===== src/rtl/shift_seq_pkg.sv =====
// Shared encodings for the shift sequencer: operation codes, FSM states
// and a small helper that classifies operation codes.
package shift_seq_pkg;

  typedef logic [2:0] sh_type_t;

  localparam sh_type_t SH_ROL = 3'd0;
  localparam sh_type_t SH_ROR = 3'd1;
  localparam sh_type_t SH_SHL = 3'd2;
  localparam sh_type_t SH_ASR = 3'd3;
  localparam sh_type_t SH_LSR = 3'd4;

  localparam logic [1:0] ST_IDLE  = 2'd0;
  localparam logic [1:0] ST_SHIFT = 2'd1;
  localparam logic [1:0] ST_DONE  = 2'd2;

  function automatic logic type_valid(input sh_type_t t);
    return t <= SH_LSR;
  endfunction

endpackage


===== src/rtl/shift_seq_if.sv =====
// Request/response bundle between a requester (master) and the shift
// sequencer (slave).
interface shift_seq_if #(
  parameter int DATA_W = 8,
  parameter int AMT_W  = 3
);
  logic              start;
  logic [DATA_W-1:0] data_in;
  logic [2:0]        sh_type;
  logic [AMT_W-1:0]  amount;
  logic              abort;
  logic              busy;
  logic              done;
  logic              err;
  logic [DATA_W-1:0] result;

  modport master (
    output start, data_in, sh_type, amount, abort,
    input  busy, done, err, result
  );

  modport slave (
    input  start, data_in, sh_type, amount, abort,
    output busy, done, err, result
  );
endinterface


===== src/rtl/shift_seq_shifter.sv =====
// Single-bit combinational shifter; unknown codes pass the data through.
module shifter
  import shift_seq_pkg::*;
#(
  parameter int DATA_W = 8
) (
  input  logic [DATA_W-1:0] data,
  input  sh_type_t          sh_type,
  output logic [DATA_W-1:0] out
);

  always_comb begin
    out = data;
    case (sh_type)
      SH_ROL:  out = {data[DATA_W-2:0], data[DATA_W-1]};
      SH_ROR:  out = {data[0], data[DATA_W-1:1]};
      SH_SHL:  out = {data[DATA_W-2:0], 1'b0};
      SH_ASR:  out = {data[DATA_W-1], data[DATA_W-1:1]};
      SH_LSR:  out = {1'b0, data[DATA_W-1:1]};
      default: out = data;
    endcase
  end

endmodule


===== src/rtl/shift_seq.sv =====
// Multi-cycle shift sequencer: applies one single-bit step per clock to a
// captured operand, with abort and an invalid-operation flag.
module shift_seq
  import shift_seq_pkg::*;
#(
  parameter int DATA_W = 8,
  parameter int AMT_W  = 3
) (
  input  logic        clk,
  input  logic        rst_n,
  shift_seq_if.slave  bus
);

  logic [1:0]        state_q, state_d;
  logic [DATA_W-1:0] result_q, result_d;
  logic [AMT_W-1:0]  cnt_q, cnt_d;
  sh_type_t          type_q, type_d;
  logic [DATA_W-1:0] step_out;

  shifter #(.DATA_W(DATA_W)) u_shifter (
    .data    (result_q),
    .sh_type (type_q),
    .out     (step_out)
  );

  always_comb begin
    state_d  = state_q;
    result_d = result_q;
    cnt_d    = cnt_q;
    type_d   = type_q;
    case (state_q)
      ST_IDLE: begin
        if (bus.start) begin
          result_d = bus.data_in;
          type_d   = bus.sh_type;
          cnt_d    = bus.amount;
          if (bus.amount == '0 || !type_valid(bus.sh_type)) state_d = ST_DONE;
          else                                              state_d = ST_SHIFT;
        end
      end
      ST_SHIFT: begin
        // The step on the aborting edge still lands, leaving the partial value.
        if (type_valid(type_q)) result_d = step_out;
        cnt_d = cnt_q - AMT_W'(1);
        if (bus.abort)                  state_d = ST_IDLE;
        else if (cnt_q == AMT_W'(1))    state_d = ST_DONE;
      end
      ST_DONE:  state_d = ST_IDLE;
      default:  state_d = ST_IDLE;
    endcase
  end

  always_ff @(posedge clk or negedge rst_n) begin
    if (!rst_n) begin
      state_q  <= ST_IDLE;
      result_q <= '0;
      cnt_q    <= '0;
      type_q   <= SH_ROL;
    end else begin
      state_q  <= state_d;
      result_q <= result_d;
      cnt_q    <= cnt_d;
      type_q   <= type_d;
    end
  end

  assign bus.busy   = (state_q != ST_IDLE);
  assign bus.done   = (state_q == ST_DONE);
  assign bus.err    = (state_q == ST_DONE) && !type_valid(type_q);
  assign bus.result = result_q;

endmodule


===== src/flat_wrapper.sv =====
// flat-port wrapper written by rule: the top's interface ports become plain ports
module shift_seq_flat import shift_seq_pkg::*;
#(
  parameter int DATA_W = 8,
  parameter int AMT_W  = 3
)
  (clk, rst_n, bus_start, bus_data_in, bus_sh_type, bus_amount, bus_abort, bus_busy, bus_done, bus_err, bus_result);
  shift_seq_if #(.DATA_W(DATA_W), .AMT_W(AMT_W)) bus_i ();
  input  logic clk;
  input  logic rst_n;
  input wire logic [$bits(bus_i.start)-1:0] bus_start;
  input wire logic [$bits(bus_i.data_in)-1:0] bus_data_in;
  input wire logic [$bits(bus_i.sh_type)-1:0] bus_sh_type;
  input wire logic [$bits(bus_i.amount)-1:0] bus_amount;
  input wire logic [$bits(bus_i.abort)-1:0] bus_abort;
  output wire logic [$bits(bus_i.busy)-1:0] bus_busy;
  output wire logic [$bits(bus_i.done)-1:0] bus_done;
  output wire logic [$bits(bus_i.err)-1:0] bus_err;
  output wire logic [$bits(bus_i.result)-1:0] bus_result;
  assign bus_i.start = bus_start;
  assign bus_i.data_in = bus_data_in;
  assign bus_i.sh_type = bus_sh_type;
  assign bus_i.amount = bus_amount;
  assign bus_i.abort = bus_abort;
  assign bus_busy = bus_i.busy;
  assign bus_done = bus_i.done;
  assign bus_err = bus_i.err;
  assign bus_result = bus_i.result;
  shift_seq #(.DATA_W(DATA_W), .AMT_W(AMT_W)) u_core (.clk(clk), .rst_n(rst_n), .bus(bus_i));
endmodule

===== config.mk =====
export PLATFORM = sky130hd
export DESIGN_NAME = shift_seq_flat
export DESIGN_NICKNAME = d
export VERILOG_FILES = /design/src/rtl/shift_seq_pkg.sv /design/src/rtl/shift_seq_if.sv /design/src/rtl/shift_seq_shifter.sv /design/src/rtl/shift_seq.sv /design/src/flat_wrapper.sv
export SDC_FILE = /design/constraint.sdc
export NUM_CORES = 1
export LEC_CHECK = 0
export ABC_CLOCK_PERIOD_IN_PS = 3850
export BUFFER_PORTS_ARGS = -buffer_cell sky130_fd_sc_hd__buf_2
export CAP_MARGIN = 30
export CORE_UTILIZATION = 35
export CTS_CLUSTER_SIZE = 30
export DETAILED_ROUTE_END_ITERATION = 8
export HOLD_SLACK_MARGIN = 0.05
export PLACE_DENSITY = 0.62
export SLEW_MARGIN = 20
export SYNTH_ARGS = -nofsm -noshare
export SYNTH_HDL_FRONTEND = slang
export SYNTH_SLANG_ARGS = --single-unit

===== constraint.sdc =====
create_clock -name clk -period 3.85 [get_ports clk]
set_input_delay 0.385 -clock clk [delete_from_list [all_inputs] [get_ports clk]]
set_output_delay 0.385 -clock clk [all_outputs]
set_load 0.01 [all_outputs]

==> impl_summary.txt <==
----------------------------------------------------
[Synthesis]
  Synthesized area ... 0.001154 mm²
  Syn Inst Count ... 128
  Mean cell area of the mapped netlist ... 9.013 µm²
  Main synth FF type ... sky130_fd_sc_hd__dfrtp_1
  Number of enable flip-flop cells after synthesis ... 0
  Count of state elements after synthesis ... 16
  Register area share after synthesis ... 34.71%
  Biggest area consumer among synthesized cells ... sky130_fd_sc_hd__dfrtp_1
  Top cell type's share of synthesized area ... 34.71%
  Proportion of synthesized flip-flops having asynchronous set or reset ... 100.0%
  Cells taking the most area after synthesis ... sky130_fd_sc_hd__dfrtp_1, sky130_fd_sc_hd__mux2i_1, sky130_fd_sc_hd__nor2_1
  Syn Nets ... 148
  Number of warnings issued by yosys ... 0
  Number of distinct library cell variants in the gate-level netlist after synthesis ... 34

[Global routing]
  Initial antenna violation count ... 0
  Met1 demand-to-capacity share in global routing ... 21.41%
  Vias in the first global route ... 980
  Pin count of the biggest net entering global routing ... 20
  Met2 usage in global routing ... 28.41%
  Overall fraction of global-route tracks in use ... 17.05%
  Met3 global-route usage ... 4.148%
  Most used routing layer ... met2
  Global-route wire length before repair ... 4519 µm
  GRT Residual Overflow ... 0

[Critical path]
  Flop2flop setup slack ... 1910 ps
  Critical path class ... register to output port
  Capturing element type of the critical path ... output port
  Total buffers and inverters traversed by the critical path ... 1
  Top cell family by delay on the critical path ... flip-flops
  Instance count on the critical path ... 3
  Delay contributed by the slowest stage of the critical path ... 750 ps
  CP Cell Sequence ... o21ai_1 > nor3b_1 > buf_2
  Arrival time of data at the critical path endpoint ... 1640 ps
  Crit path launch type ... register
  Source of the worst register-to-register timing path ... u_core.type_q[2]
  Max FO, Critical Path ... 15
  Master of the slowest instance on the critical path ... sky130_fd_sc_hd__dfrtp_1
  Worst r2r dst ... u_core.bus.result[1]
  Reg2reg path depth ... 4
  CP Data Required Time ... 3460 ps

[Worst hold path]
  WHS Endpoint ... u_core.type_q[0]
  Hold Startpoint ... bus_sh_type[0]
  Type of the most critical hold path ... input port to register
  Hold Path Stages ... 3

[Die]
  Area of the core ... 0.003078 mm²
  Number of placement rows ... 20
  Die outline area ... 0.003530 mm²
  X dimension of the die ... 59.41 µm
  Num ports ... 29
  Die Y-Extent ... 59.41 µm
  Initial Util ... 37.48%

[Cells and area]
  Antenna diode instance count ... 0
  Count of fill cells added during filler insertion ... 311
  Area growth from synthesis to final layout ... 14.32%
  Layout cells sized above 1 ... 28.48%
  Net count reported at finish ... 173
  Most common cell after layout, fill and taps aside ... sky130_fd_sc_hd__buf_2
  Most frequent cells in the layout ... sky130_fd_sc_hd__buf_2, sky130_fd_sc_hd__nor2_1, sky130_fd_sc_hd__dfrtp_1, sky130_fd_sc_hd__a21oi_1, sky130_fd_sc_hd__o21ai_1

[Clock network]
  Quantity of gates resized following cts ... 0
  Num CTS Buffers ... 3
  Clock-pin slew of the registers on the worst-case setup and hold paths ... 90 ps
  Number of sinks on the clock net ... 16
  Buffer cell driving the clock tree root ... sky130_fd_sc_hd__clkbuf_4
  Clock latency at the later pin of the worst-skew pair ... 290 ps
  Number of buffers on the longest clock path ... 2
  Clock tree from TritonCTS ... yes
  H-tree levels ... 1

[Timing]
  Final worst path period need ... 2029 ps
  Final Max Slew Viols ... 0
  Unrepaired setup endpoints after global routing ... no
  Clock Skew ... 4.181 ps
  Slack of the critical path ... 1821 ps
  Final hold vios ... 0
  Peak Freq ... 492.7 MHz
  Final TNS setup ... 0 ps
  Transition at the pin with the smallest max-transition slack ... 731.9 ps
  Post-route clock period utilization ... 52.71%
  Worst-case headroom to the max-slew limit ... 51.11%
  Setup Viol. Count Final ... 0

[Power and ir drop]
  Static power due to leakage ... 0.0006293 µW
  Power density of the placed cells ... 678.2 mW/mm²
  Maximum resistive drop on vdd ... 0.2171 mV

[Detailed routing]
  Detailed-routing iteration count for the pre-antenna-repair pass ... 4
  Final wirelength ... 2747 µm
  Number of vias per cell ... 5.287
  Iteration-0 DRC count of the detailed router ... 26
  Via Count ... 1031
  Remaining routing DRC violations ... 0
  WL per Instance ... 14.09 µm
  Post-DRT Antenna Nets ... 0

[Placed design]
  Routability-driven placement congestion ratio ... 0.7810
  Count of port buffers added during placement ... 28
  Setup slack at placement ... 1940 ps
  Post-DP HPWL ... 1940 µm

[Flow run]
  Number of violations of the max-capacitance limit ... 0

[Run status]
  Run status ... finished clean

----------------------------------------------------
[registers in the layout, summed over array words and instances, names as in the netlist]
name / cells
u_core.bus.result: 8
u_core.cnt_q: 3
u_core.type_q: 3
u_core.state_q: 2
[worst register-to-register path: stages, from the launching register on]
cell                       delay, ps
sky130_fd_sc_hd__dfrtp_1         750
sky130_fd_sc_hd__o21ai_1         230
sky130_fd_sc_hd__o21bai_2        530
sky130_fd_sc_hd__nor2_1          120
sky130_fd_sc_hd__a22o_1          220
[routing by layer]
layer  part of all wire, %  up-vias
li1                      -      513
met1                    46      480
met2                    47       36
met3                   6.5        2
met4                  0.33        0
met5                     0        -
[logic make-up after synthesis]
kind of cell	share of synthesized area [%]
buffers and inverters	7.049
and+or+nand+nor	14.86
muxes	15.73
adders and majority gates	2.169
AOI/OAI and AO/OA	25.49
DFF	34.71
[area by class of cell]
| class | instances | area, µm² | share of cell area [%] |
|---|---|---|---|
| flip-flops and latches | 16 | 400.4 | 30.36 |
| inverters | 5 | 18.77 | 1.423 |
| well taps | 44 | 55.05 | 4.175 |
| clock buffers | 3 | 22.52 | 1.708 |
| repair buffers | 29 | 150.1 | 11.39 |
| multi-input cells | 98 | 671.9 | 50.95 |
[worst max-delay path by stage]
| stage | to | start | slack (ps) |
|---|---|---|---|
| after CTS | bus_err | u_core.type_q[2] | 1810 |
| after global routing | bus_err | u_core.type_q[2] | 1660 |
| after floorplan | u_core.bus.result[4] | u_core.type_q[2] | 2510 |
| after detailed placement | u_core.bus.result[3] | u_core.type_q[2] | 1940 |
| after global placement | u_core.bus.result[1] | u_core.type_q[2] | 2000 |
| final | bus_err | u_core.type_q[2] | 1820 |
[Yosys cell counts, types with 2 or more instances]
| library cell | count |
|---|---|
| sky130_fd_sc_hd__o21ai_1 | 9 |
| sky130_fd_sc_hd__dfrtp_1 | 16 |
| sky130_fd_sc_hd__nor2_1 | 17 |
| sky130_fd_sc_hd__mux2_2 | 5 |
| sky130_fd_sc_hd__mux2i_1 | 8 |
| sky130_fd_sc_hd__o22ai_1 | 2 |
| sky130_fd_sc_hd__a221oi_1 | 2 |
| sky130_fd_sc_hd__buf_4 | 2 |
| sky130_fd_sc_hd__a21oi_1 | 12 |
| sky130_fd_sc_hd__o31ai_1 | 2 |
| sky130_fd_sc_hd__buf_6 | 2 |
| sky130_fd_sc_hd__a22o_1 | 6 |
| sky130_fd_sc_hd__nor2b_1 | 3 |
| sky130_fd_sc_hd__nand2_1 | 3 |
| sky130_fd_sc_hd__mux2_4 | 3 |
| sky130_fd_sc_hd__inv_1 | 5 |
| sky130_fd_sc_hd__o22a_1 | 2 |
| sky130_fd_sc_hd__buf_2 | 5 |
| sky130_fd_sc_hd__ha_1 | 2 |
| sky130_fd_sc_hd__nand2b_1 | 5 |
| sky130_fd_sc_hd__o21ai_0 | 4 |
[where the power goes]
part / switching (µW) / internal, µW / leakage (µW)
clock: 55.2 / 36.4 / 0.0000138
combinational: 199 / 228 / 0.000423
sequential: 137 / 239 / 0.000193
[per-stage QoR]
stage	area (µm²)	cells	hold slack [ps]	total power, µW	util [%]
finish	1319	195	323.4	894.4	42.85
global route	1319	195	337.1	976.7	42.85
CTS	1319	195	321.2	902.2	42.85
detailed placement	1286	191	329.3	808.0	41.79
global placement	1286	191	335.0	794.0	41.79
floorplan	1154	128	89.41	695.0	-
[what timing repair did]
item / 4_1_cts / 5_1_grt
hold endpoints to repair: 16 / 0
buffers inserted: 0 / 0
hold buffers: 1 / 0
(Power assumes the default switching activity.)
